**config.mk**
```make
export PLATFORM = sky130hd
export DESIGN_NAME = pwm_multi_gen
export DESIGN_NICKNAME = d
export VERILOG_FILES = /design/src/rtl/pwm_multi_gen.sv
export SDC_FILE = /design/constraint.sdc
export NUM_CORES = 1
export LEC_CHECK = 0
export ABC_AREA = 1
export CAP_MARGIN = 0
export CELL_PAD_IN_SITES_DETAIL_PLACEMENT = 0
export CELL_PAD_IN_SITES_GLOBAL_PLACEMENT = 2
export CORE_MARGIN = 10
export CORE_UTILIZATION = 37
export DETAILED_ROUTE_END_ITERATION = 10
export GPL_TIMING_DRIVEN = 0
export PLACE_DENSITY = 0.88
export SYNTH_ARGS = -nofsm -noshare
export SYNTH_HDL_FRONTEND = slang
export SYNTH_SLANG_ARGS = --single-unit
```
**constraint.sdc**
```tcl
create_clock -name clk -period 2.9 [get_ports clk]
set_input_delay 0.87 -clock clk [delete_from_list [all_inputs] [get_ports clk]]
set_output_delay 0.87 -clock clk [all_outputs]
set_load 0.01 [all_outputs]
```
**src/rtl/pwm_multi_gen.sv**
```systemverilog
// pwm_multi_gen
//   Multi-channel PWM generator. A single shared period counter drives
//   CHANNELS duty comparators. Range and duty updates are double-buffered
//   and take effect only at period boundaries, so no output ever shows a
//   truncated or glitched pulse.
//
//   Optional feature macro: PWM_CENTER_ALIGN_EN
//     defined   -> adds input pwm_center, selecting up/down (center-aligned)
//                  counting.
//     undefined -> edge-aligned counting only, with no direction register.
//
// Ports
//   clk          sole clock, rising edge
//   reset        asynchronous, active-low reset
//   pwm_en       global enable
//   pwm_range    period terminal count (edge mode period = range+1)
//   pwm_value    per-channel duty, channel i at [i*WIDTH +: WIDTH]
//   pwm_load     single-cycle strobe capturing pwm_range/pwm_value
//   pwm_center   (PWM_CENTER_ALIGN_EN only) 1 selects up/down counting
//   pwm_pending  buffered update waiting for the next boundary
//   pwm_period   one-cycle pulse on the last cycle of each period
//   pwm_out      PWM outputs
module pwm_multi_gen #(
    parameter int WIDTH    = 8,
    parameter int CHANNELS = 4
) (
    input  logic                      clk,
    input  logic                      reset,
    input  logic                      pwm_en,
    input  logic [WIDTH-1:0]          pwm_range,
    input  logic [CHANNELS*WIDTH-1:0] pwm_value,
    input  logic                      pwm_load,
`ifdef PWM_CENTER_ALIGN_EN
    input  logic                      pwm_center,
`endif
    output logic                      pwm_pending,
    output logic                      pwm_period,
    output logic [CHANNELS-1:0]       pwm_out
);

    localparam logic [WIDTH-1:0] ONE = {{(WIDTH-1){1'b0}}, 1'b1};

    logic [WIDTH-1:0]          cnt;
    logic [WIDTH-1:0]          cnt_nxt;
    logic [WIDTH-1:0]          range_a;
    logic [WIDTH-1:0]          range_b;
    logic [CHANNELS*WIDTH-1:0] value_a;
    logic [CHANNELS*WIDTH-1:0] value_b;
    logic [CHANNELS-1:0]       cmp;
    logic                      boundary;
    logic                      apply;

`ifdef PWM_CENTER_ALIGN_EN
    logic center_a;
    logic dir_down;
    logic dir_down_nxt;
`endif

    // Last count of the period. In center mode the period ends on cnt 1
    // while heading down; with range 1 the turnaround point is itself cnt 1,
    // and range 0 collapses to a boundary every cycle.
    always_comb begin
`ifdef PWM_CENTER_ALIGN_EN
        if (center_a)
            boundary = (range_a == '0) ||
                       ((cnt == ONE) && (dir_down || (range_a == ONE)));
        else
            boundary = (cnt == range_a);
`else
        boundary = (cnt == range_a);
`endif
    end

    // A disabled cycle behaves like a boundary: the counter is parked at 0
    // and updates go straight to the active registers.
    assign apply = !pwm_en || boundary;

    always_comb begin
        cnt_nxt = cnt;
`ifdef PWM_CENTER_ALIGN_EN
        dir_down_nxt = dir_down;
`endif
        if (apply) begin
            cnt_nxt = '0;
`ifdef PWM_CENTER_ALIGN_EN
            dir_down_nxt = 1'b0;
`endif
        end
`ifdef PWM_CENTER_ALIGN_EN
        else if (center_a && dir_down) begin
            cnt_nxt = cnt - ONE;
        end
        else if (center_a && (cnt == range_a)) begin
            cnt_nxt      = cnt - ONE;
            dir_down_nxt = 1'b1;
        end
`endif
        else begin
            cnt_nxt = cnt + ONE;
        end
    end

    always_comb begin
        cmp = '0;
        for (int i = 0; i < CHANNELS; i++)
            cmp[i] = (cnt < value_a[i*WIDTH +: WIDTH]);
    end

    always_ff @(posedge clk or negedge reset) begin
        if (!reset) begin
            cnt <= '0;
`ifdef PWM_CENTER_ALIGN_EN
            dir_down <= 1'b0;
`endif
        end else begin
            cnt <= cnt_nxt;
`ifdef PWM_CENTER_ALIGN_EN
            dir_down <= dir_down_nxt;
`endif
        end
    end

    always_ff @(posedge clk or negedge reset) begin
        if (!reset) begin
            range_a     <= '1;
            range_b     <= '1;
            value_a     <= '0;
            value_b     <= '0;
            pwm_pending <= 1'b0;
`ifdef PWM_CENTER_ALIGN_EN
            center_a    <= 1'b0;
`endif
        end else if (apply) begin
            // A load landing on the boundary (or while disabled) wins over
            // any older buffered update.
            if (pwm_load) begin
                range_a <= pwm_range;
                value_a <= pwm_value;
            end else if (pwm_pending) begin
                range_a <= range_b;
                value_a <= value_b;
            end
            pwm_pending <= 1'b0;
`ifdef PWM_CENTER_ALIGN_EN
            center_a    <= pwm_center;
`endif
        end else if (pwm_load) begin
            range_b     <= pwm_range;
            value_b     <= pwm_value;
            pwm_pending <= 1'b1;
        end
    end

    // Outputs are registered so they lag cnt by exactly one cycle, keeping
    // pwm_period aligned with the final slot of pwm_out.
    always_ff @(posedge clk or negedge reset) begin
        if (!reset) begin
            pwm_out    <= '0;
            pwm_period <= 1'b0;
        end else begin
            pwm_out    <= pwm_en ? cmp : '0;
            pwm_period <= pwm_en & boundary;
        end
    end

endmodule

```
* Word-level counts from Yosys, hierarchy flattened
Cells that the tools add are included.
Storage, ports and cells: register bits after elaboration 94, input bits 44, output and inout port bits 6, word-level logic and storage cells 30
Cells by class: $add $sub $neg 1, magnitude comparators 4, equality and inequality tests 1, multiplexer cells 8, bitwise logic cells 2, reductions and logical operators 6
Operators with widths (number):
- $mux 32 | 2
- $lt 8x8->1 | 4
- $mux 8 | 3
- $add 8x1->8 const B | 1
- $eq 8x8->1 | 1
- $mux 4 | 1
- $reduce_and 2->1 | 2
- $reduce_bool 2->1 | 2
- $mux 1 | 2
- $and 1x1->1 | 1
- $logic_not 1->1 | 1
- $logic_or 1x1->1 | 1
- $not 1->1 | 1

* Longest topological paths before layout
Gate-level depths: netlist of the first run.
depth in word-level cells 4, depth in mapped cells 11, mapped depth without buffers 10

* Worst setup path after synthesis of the first run
Ideal clock, no wire load.
path type input to register, start point in pwm_load, end point reg value_a[0], setup time 65 ps, arrival time 1687 ps, data required time 2835 ps, setup slack 1148 ps, cell stages on the path 6, cell sequence buf_2 -> clkinv_1 -> nand2_1 -> buf_2 -> nand3_2 -> nand2_1
Between the ends: word-level cells in the longest chain between the ends 2, elaborated cells on any way between the ends 3
Ends and longest elaborated chain:
- from (decl) | line 32 | input logic pwm_load,
- $reduce_bool 2->1 (no line)
- $reduce_and 2->1 (no line)
- to (signal assigned) | line 138 | value_a <= pwm_value;
- to (signal assigned) | line 141 | value_a <= value_b;
- to (decl) | line 47 | logic [CHANNELS*WIDTH-1:0] value_a;
Parallel ways exist; a longest one is shown, timed or not. A chain may end at the register's enable or synchronous reset.

* Worst setup path in the final report of the first run
start point reg pwm_pending, end point out pwm_pending
RTL lines:
- from (decl) | line 36 | output logic pwm_pending,
- from (signal assigned) | line 129 | pwm_pending <= 1'b0;
- from (signal assigned) | line 143 | pwm_pending <= 1'b0;
- from (signal assigned) | line 150 | pwm_pending <= 1'b1;
No word-level cell between the ends.

==> results.toml, run 1 <==
[run_status]
status = "complete, no violations"

[layout]
final_area_mm2 = 0.00631
stdcell_count = 922
fin_util_pct = 45.1
n_antenna_cell = 0
drive_gt1_share_pct = 11.6
fin_nets = 810
area_growth_pct = 18.7

[detailed_routing]
wire_per_inst_um = 15.9
vias_per_cell = 4.99
ant_nets = 0
drc = 0
drt-initial-drc-count = 308
drt_wl_total_um = 14700
routed-via-count = 4597
drtPass1Iterations = 5

[sta]
fin_crit_sh_pct = 72.4
drv_slew = 0
hold_viol_final = 0
post-route-min-period_ns = 2.10
setup_violations = 0
clock.fmax_ghz = 0.476
rsz0062_at_grt = "no"
skew_ns = 0.00703
maxSlewHeadroom_pct = 58.2
tightestPinTransition_ns = 0.628
finalWorstSetupSlack_ns = 0.801

[place]
dpl_cell_area_mm2 = 0.00604
dpl_worst_slack_ns = 0.538
gp_congestion = 0.795
io_buffer_count = 47
dp_hpwl_um = 10100
placed_cells = 906

[clock_network]
path_clk_slew_ns = 0.06
htree_levels = 3
cts_tree = "done"
clock_latency_ns = 0.35
clockBufferDepth = 2
cts_buffers = 9
cts-resized-gates = 0
postCtsHoldBufs = 0
clock_sinks = 94
root_buffer = "clkbuf_16"
cts_setup_buffers = 0

[worst_setup_path]
required_ns = 2.03
crit_chain = "clkdlybuf4s50_1"
cp-start-kind = "register"
path_delay_family = "buffers and inverters"
crit_buf_inv = 1
cp_slowest_stage_delay_ns = 0.54
crit_fanout = 2
crit_arrival_ns = 1.23
end_kind = "output pin"
crit_type = "register to output pin"
critical-path-slowest-cell = "clkdlybuf4s50_1"

[power]
ir_drop_mv = 0.256
p_per_area_mw_per_mm2 = 608
p_total_w = 0.00384
p_leak_nw = 3.29

[die]
start_util_pct = 38.0
ioPinCount = 50
core-area_mm2 = 0.0140
die-area_mm2 = 0.0196
rows = 43
die_height_um = 140
fp.dieW_um = 140

[logic_synthesis]
ys_seq_elements = 94
post_synth.cell_area_avg_um2 = 7.84
synth_nets = 751
yosys_warnings = 0
yosysSeqAreaShare_pct = 44.6
yosysUniqueCellTypes = 24
syn-cell-area_mm2 = 0.00532
syn_inst = 678

[flow_run]
cap_violations = 0

[grt]
grt_max_degree = 54
grt_pass1_vias = 4573
grt_remaining_overflow = 0
grt_usage_pct = 15.5
antenna_found_initial = 0
grt_pass1_wl_um = 24400

[worst_hold_path]
hp-class = "register to register"
cell usage in the layout, fill, tap and decap left out, types with 4 or more instances in the layout:
cell type,Yosys,routed
nand3_1,12,12
inv_1,41,41
dfstp_2,16,16
clkdlybuf4s50_1,0,46
nand2_1,330,330
dfrtp_1,78,78
nor2_1,24,24
a211oi_1,4,4
ha_1,29,29
nand3_2,34,34
o21ai_0,4,4
clkbuf_16,0,9
buf_2,13,13
buf_1,7,7
clkbuf_1,14,18
nand4_1,41,41
a21oi_1,14,14
per-layer routing:
metal / share of wire, % / GRT usage (%)
met1: 46 / 20.5
met4: 1.7 / 5.82
met5: 0 / 0
met2: 48 / 24.9
met3: 4.0 / 2.11
metrics by stage:
step,TNS [ns],hold slack [ns]
floorplan,0,0.442
global placement,-240.90,0.452
detailed placement,0,0.454
CTS,0,0.465
global route,0,0.478
finish,0,0.465
sequential cells by signal, summed over array words and instances, names as in the netlist:
register,cells
pwm_pending,1
value_b,32
value_a,32
pwm_period,1
cnt,8
range_b,8
range_a,8
pwm_out,4
worst paths after layout:
path / end / cells past startpoint / slack (ns) / from
worst max-delay path: pwm_pending / 1 / 0.80 / pwm_pending
worst min-delay path: range_b[0] / 2 / 0.46 / range_b[0]
worst max register to register: value_b[1] / 9 / 0.92 / cnt[4]
worst min register to register: range_b[0] / 2 / 0.46 / range_b[0]
max in group asynchronous: range_a[6] / 2 / 1.68 / reset
min in group asynchronous: pwm_period / 1 / 0.53 / reset
power by group:
group | switching [W] | total (W) | internal [W] | leakage [nW]
Clock | 0.000517 | 0.00115 | 0.000629 | 0.132
Sequential | 0.000152 | 0.00174 | 0.00159 | 1.15
Combinational | 0.000563 | 0.000948 | 0.000385 | 2.01
cell families after synthesis:
kind of cell / synth area share [%]
compound gates: 2.26
fa+ha+maj: 6.82
simple gates: 38.0
buf+inv: 7.51
flops: 44.6
xor+xnor: 0.824
synth_stat cells:
master | count | area, um2
nor3_1 | 1 | 5.00
inv_2 | 2 | 7.51
nand2_4 | 2 | 22.5
nand3_2 | 34 | 340
nor2_1 | 24 | 90.1
buf_8 | 2 | 30.0
inv_1 | 41 | 154
nand3_1 | 12 | 60.1
nand2_1 | 330 | 1240
clkbuf_1 | 14 | 52.6
buf_1 | 7 | 26.3
clkinv_1 | 1 | 3.75
xor2_1 | 2 | 17.5
dfstp_2 | 16 | 420
buf_2 | 13 | 65.1
nor2_2 | 1 | 6.26
ha_1 | 29 | 363
dfrtp_1 | 78 | 1950
nand4_1 | 41 | 257
a211oi_1 | 4 | 30.0
o21ai_0 | 4 | 20.0
buf_12 | 3 | 60.1
xnor2_1 | 3 | 26.3
a21oi_1 | 14 | 70.1
layout make-up:
| cell class | count | area [um2] |
|---|---|---|
| buffer | 39 | 234 |
| clock buffer | 15 | 268 |
| clock inverter | 1 | 3.75 |
| fill | 1461 | 7680 |
| inverter | 44 | 165 |
| multi-input combinational | 501 | 2550 |
| sequential | 94 | 2370 |
| tap | 180 | 225 |
| timing repair buffer | 48 | 495 |
Power figures use the tool's default switching activity.
==> run 2: changes to the inputs <==
--- a/config.mk
+++ b/config.mk
@@ -10,10 +10,10 @@
 export CELL_PAD_IN_SITES_DETAIL_PLACEMENT = 0
 export CELL_PAD_IN_SITES_GLOBAL_PLACEMENT = 2
 export CORE_MARGIN = 10
-export CORE_UTILIZATION = 37
+export CORE_UTILIZATION = 31
 export DETAILED_ROUTE_END_ITERATION = 10
 export GPL_TIMING_DRIVEN = 0
-export PLACE_DENSITY = 0.88
+export PLACE_DENSITY = 0.79
 export SYNTH_ARGS = -nofsm -noshare
 export SYNTH_HDL_FRONTEND = slang
 export SYNTH_SLANG_ARGS = --single-unit
==> constraint.sdc (replaced) <==
create_clock -name clk -period 1.9 [get_ports clk]
set_input_delay 0.57 -clock clk [delete_from_list [all_inputs] [get_ports clk]]
set_output_delay 0.57 -clock clk [all_outputs]
set_load 0.01 [all_outputs]
==> results.toml, run 2 (same netlist as run 1, synthesis figures left out) <==
[sta]
tightestPinTransition_ns = 0.685
hold_slack_ns = 0.262
skew_ns = 0.00771
rsz0062_at_grt = "no"
clock.fmax_ghz = 0.555
hold_viol_final = 0
fin_crit_sh_pct = 94.9
drv_slew = 0
post-route-min-period_ns = 1.80
setup_violations = 0
maxSlewHeadroom_pct = 54.4
finalWorstSetupSlack_ns = 0.0970

[layout]
fin_nets = 813
final_area_mm2 = 0.00647
drive_gt1_share_pct = 14.2
mostFrequentLayoutCell = "nand2_1"
reg_top3 = "value_a x32, value_b x32"
mostFrequentLayoutCells = "330 x nand2_1, 70 x dfrtp_1, 46 x clkdlybuf4s50_1"
n_antenna_cell = 0
stdcell_count = 965
area_growth_pct = 21.6

[clock_network]
path_clk_slew_ns = 0.07
cts_tree = "done"
clockBufferDepth = 2
htree_levels = 3
clock_sinks = 94
postCtsHoldBufs = 0
cts_buffers = 9
root_buffer = "clkbuf_16"
clock_latency_ns = 0.35

[detailed_routing]
vias_per_cell = 4.63
ant_nets = 0
drt_wl_total_um = 14900
drc = 0
drtPass1Iterations = 5
wire_per_inst_um = 15.4
drt-initial-drc-count = 294
routed-via-count = 4471

[worst_setup_path]
crit_buf_inv = 1
end_kind = "output pin"
cp_slowest_stage_delay_ns = 0.54
crit_arrival_ns = 1.23
reg2reg_slack_ns = 0.17
crit_type = "register to output pin"
rr_worst_depth = 11
cp-start-kind = "register"
crit_chain = "clkdlybuf4s50_1"
cp-startpoint = "pwm_pending"
critical-path-slowest-cell = "clkdlybuf4s50_1"
crit_fanout = 2
path_delay_family = "buffers and inverters"
crit-reg2reg-launch = "cnt[0]"
required_ns = 1.33
reg2reg_to = "value_a[26]"

[die]
die-area_mm2 = 0.0228
fp.dieW_um = 151
rows = 47
start_util_pct = 31.8
ioPinCount = 50
core-area_mm2 = 0.0167
die_height_um = 151

[power]
ir_drop_mv = 0.517
p_total_w = 0.00617
p_leak_nw = 3.34
p_per_area_mw_per_mm2 = 954

[worst_hold_path]
hp-class = "primary input to asynchronous set/reset pin"

[place]
gp_congestion = 0.777
dp_hpwl_um = 10500
placed_cells = 946
dpl_cell_area_mm2 = 0.00609
io_buffer_count = 47
dpl_worst_slack_ns = -0.0707

[run_status]
status = "complete, no violations"

[grt]
grt_usage_pct = 13.8
grt_remaining_overflow = 0
grt_max_degree = 50
grt_pass1_wl_um = 24100
grt_pass1_vias = 4499
antenna_found_initial = 0

[flow_run]
cap_violations = 0
==> run 2: cell count changes in the layout (fill, tap and decap cells not counted), sizes merged <==
cell    change
buf         +2
bufinv      +2
clkbuf      -1
==> run 2: metrics by stage <==
step | util [%] | setup TNS [ns]
finish | 38.7 | 0
global route | 38.7 | 0
CTS | 38.5 | 0
detailed placement | 36.5 | -2.78
global placement | 36.3 | -314.22
floorplan | - | 0
==> run 2: power breakdown <==
group	switching, W	internal (W)
clock network	0.000786	0.00126
registers	0.000222	0.00243
logic	0.000872	0.000599
==> run 2: timing repair <==
action                                 CTS  global route
endpoints found under the hold margin    0             0
setup buffers                            0             3
gates cloned                             0             0
gates resized for setup                  4            14
setup endpoints to repair               81            86
==> run 2: worst max path at each step <==
stage,to,slack (ns),cells past startpoint
floorplan,value_a[13],0.43,9
global placement,value_b[4],-3.54,1
detailed placement,value_b[12],-0.07,9
CTS,value_a[26],0.006,11
global route,value_a[26],0.004,9
finish,pwm_pending,0.1,1
==> run 2: per-layer routing <==
metal  wire (um)  global-route usage [%]  vias up
met5           0                       0        -
met4         245                    5.34        0
met3         418                    1.91       11
met2        7290                    22.8       52
met1        6930                    17.8     2129
li1            -                       -     2279
==> run 2: layout make-up <==
class,count,area [um2]
timing repair buffer,51,518
multi-input combinational,501,2550
clock inverter,3,65.1
sequential,94,2380
clock buffer,13,270
inverter,44,168
tap,220,275
buffer,39,241
fill,1784,10200
==> run 3: changes to the inputs <==
--- a/config.mk
+++ b/config.mk
@@ -6,10 +6,9 @@
 export NUM_CORES = 1
 export LEC_CHECK = 0
 export ABC_AREA = 1
-export CAP_MARGIN = 0
 export CELL_PAD_IN_SITES_DETAIL_PLACEMENT = 0
 export CELL_PAD_IN_SITES_GLOBAL_PLACEMENT = 2
-export CORE_MARGIN = 10
+export CORE_MARGIN = 1
 export CORE_UTILIZATION = 31
 export DETAILED_ROUTE_END_ITERATION = 10
 export GPL_TIMING_DRIVEN = 0
==> results.toml, run 3 (same netlist as run 1, synthesis figures left out) <==
[worst_hold_path]
hp-class = "primary input to asynchronous set/reset pin"

[clock_network]
clock_latency_ns = 0.35
clock_sinks = 94
htree_levels = 3
cts-resized-gates = 5
cts_setup_buffers = 0
root_buffer = "clkbuf_16"
cts_buffers = 9
path_clk_slew_ns = 0.07
cts_tree = "done"
postCtsHoldBufs = 0
clockBufferDepth = 2

[worst_setup_path]
path_delay_family = "buffers and inverters"
cp_slowest_stage_delay_ns = 0.53
cp-start-kind = "register"
critical-path-slowest-cell = "clkdlybuf4s50_1"
crit_type = "register to output pin"
end_kind = "output pin"
required_ns = 1.33
crit_buf_inv = 1
crit_fanout = 2
crit_arrival_ns = 1.23
crit_chain = "clkdlybuf4s50_1"

[power]
ir_drop_mv = 0.476
p_int_w = 0.00406
p_per_area_mw_per_mm2 = 927
power_switching_share_pct = 31.8
seqPwrFrac_pct = 44.7
combPwrFrac_pct = 24.5
p_sw_w = 0.00189
p_leak_nw = 3.31
p_total_w = 0.00594
pwr-share-clk_pct = 30.8

[layout]
fin_util_pct = 38.5
mostFrequentLayoutCell = "nand2_1"
drive_gt1_share_pct = 13.6
seq_area_mm2 = 0.00238
fin_nets = 810
mostFrequentLayoutCells = "330 x nand2_1, 71 x dfrtp_1, 46 x clkdlybuf4s50_1"
n_antenna_cell = 0
reg_top3 = "value_a x32, value_b x32"
multi_input_area_mm2 = 0.00255
fillers = 1707
area_growth_pct = 20.5

[place]
gp_congestion = 0.779
io_buffer_count = 47
dpl_worst_slack_ns = -0.103
dp_hpwl_um = 9990

[detailed_routing]
ant_nets = 0
wire_per_inst_um = 15.2
vias_per_cell = 4.66
drt_wl_total_um = 14600
drt-initial-drc-count = 253
drc = 0
drtPass1Iterations = 4
routed-via-count = 4480

[sta]
hold_slack_ns = 0.198
clock.fmax_ghz = 0.556
maxSlewHeadroom_pct = 53.6
drv_slew = 0
setup_violations = 0
skew_ns = 0.00736
fin_crit_sh_pct = 94.6
tightestPinTransition_ns = 0.696
post-route-min-period_ns = 1.80
finalWorstSetupSlack_ns = 0.102
hold_viol_final = 0

[die]
ioPinCount = 50
rows = 47
fp.dieW_um = 133
die_height_um = 133
die-area_mm2 = 0.0177
core-area_mm2 = 0.0166
start_util_pct = 32.0

[grt]
grt_remaining_overflow = 0
grt_usage_pct = 17.8
antenna_found_initial = 0
grt_pass1_vias = 4354
grt_pass1_wl_um = 24000
grt_max_degree = 59

[run_status]
status = "complete, no violations"

[flow_run]
cap_violations = 0
[run 3: final cells by class]
cell class,count,share of cell area (%)
multi-input combinational,501,39.8
inverter,44,2.62
buffer,39,3.83
clock inverter,3,0.234
timing repair buffer,48,7.73
clock buffer,13,4.39
tap,220,4.29
sequential,94,37.1
[run 3: final timing paths]
| kind | depth (start not counted) | slack, ns | startpoint | end |
|---|---|---|---|---|
| setup / recovery | 1 | 0.10 | pwm_pending | pwm_pending |
| max in group asynchronous | 2 | 0.95 | reset | range_a[6] |
| min in group clk | 2 | 0.46 | range_b[2] | range_b[2] |
| hold / removal | 1 | 0.20 | reset | value_b[26] |
| hold reg to reg | 2 | 0.46 | range_b[2] | range_b[2] |
| setup reg to reg | 11 | 0.16 | cnt[0] | value_a[22] |
[run 3: per-stage QoR]
stage                     setup TNS [ns]  cells  instance area (um2)
after floorplan                        0    678                 5320
after global placement           -314.96    945                 6060
after detailed placement           -4.84    946                 6090
after CTS                              0    962                 6390
after global routing             -0.0158    962                 6410
final                                  0    962                 6410
[run 3: power by group through the flow]
stage	Sequential (W)	Combinational, W	Clock (W)
floorplan	0.00263	0.00101	0
global placement	0.00269	0.00144	0
detailed placement	0.00269	0.00147	0
CTS	0.00266	0.00148	0.00189
finish	0.00266	0.00146	0.00183
global route	0.00271	0.00168	0.00197
[run 3: layer usage]
metal	wire [um]	share of wire, %	global-route usage, %	vias to the layer above
li1	-	-	-	2276
met2	6690	46	28.0	66
met1	7260	50	24.9	2123
met5	0	0	0	-
met3	357	2.4	1.95	15
met4	277	1.9	6.96	0
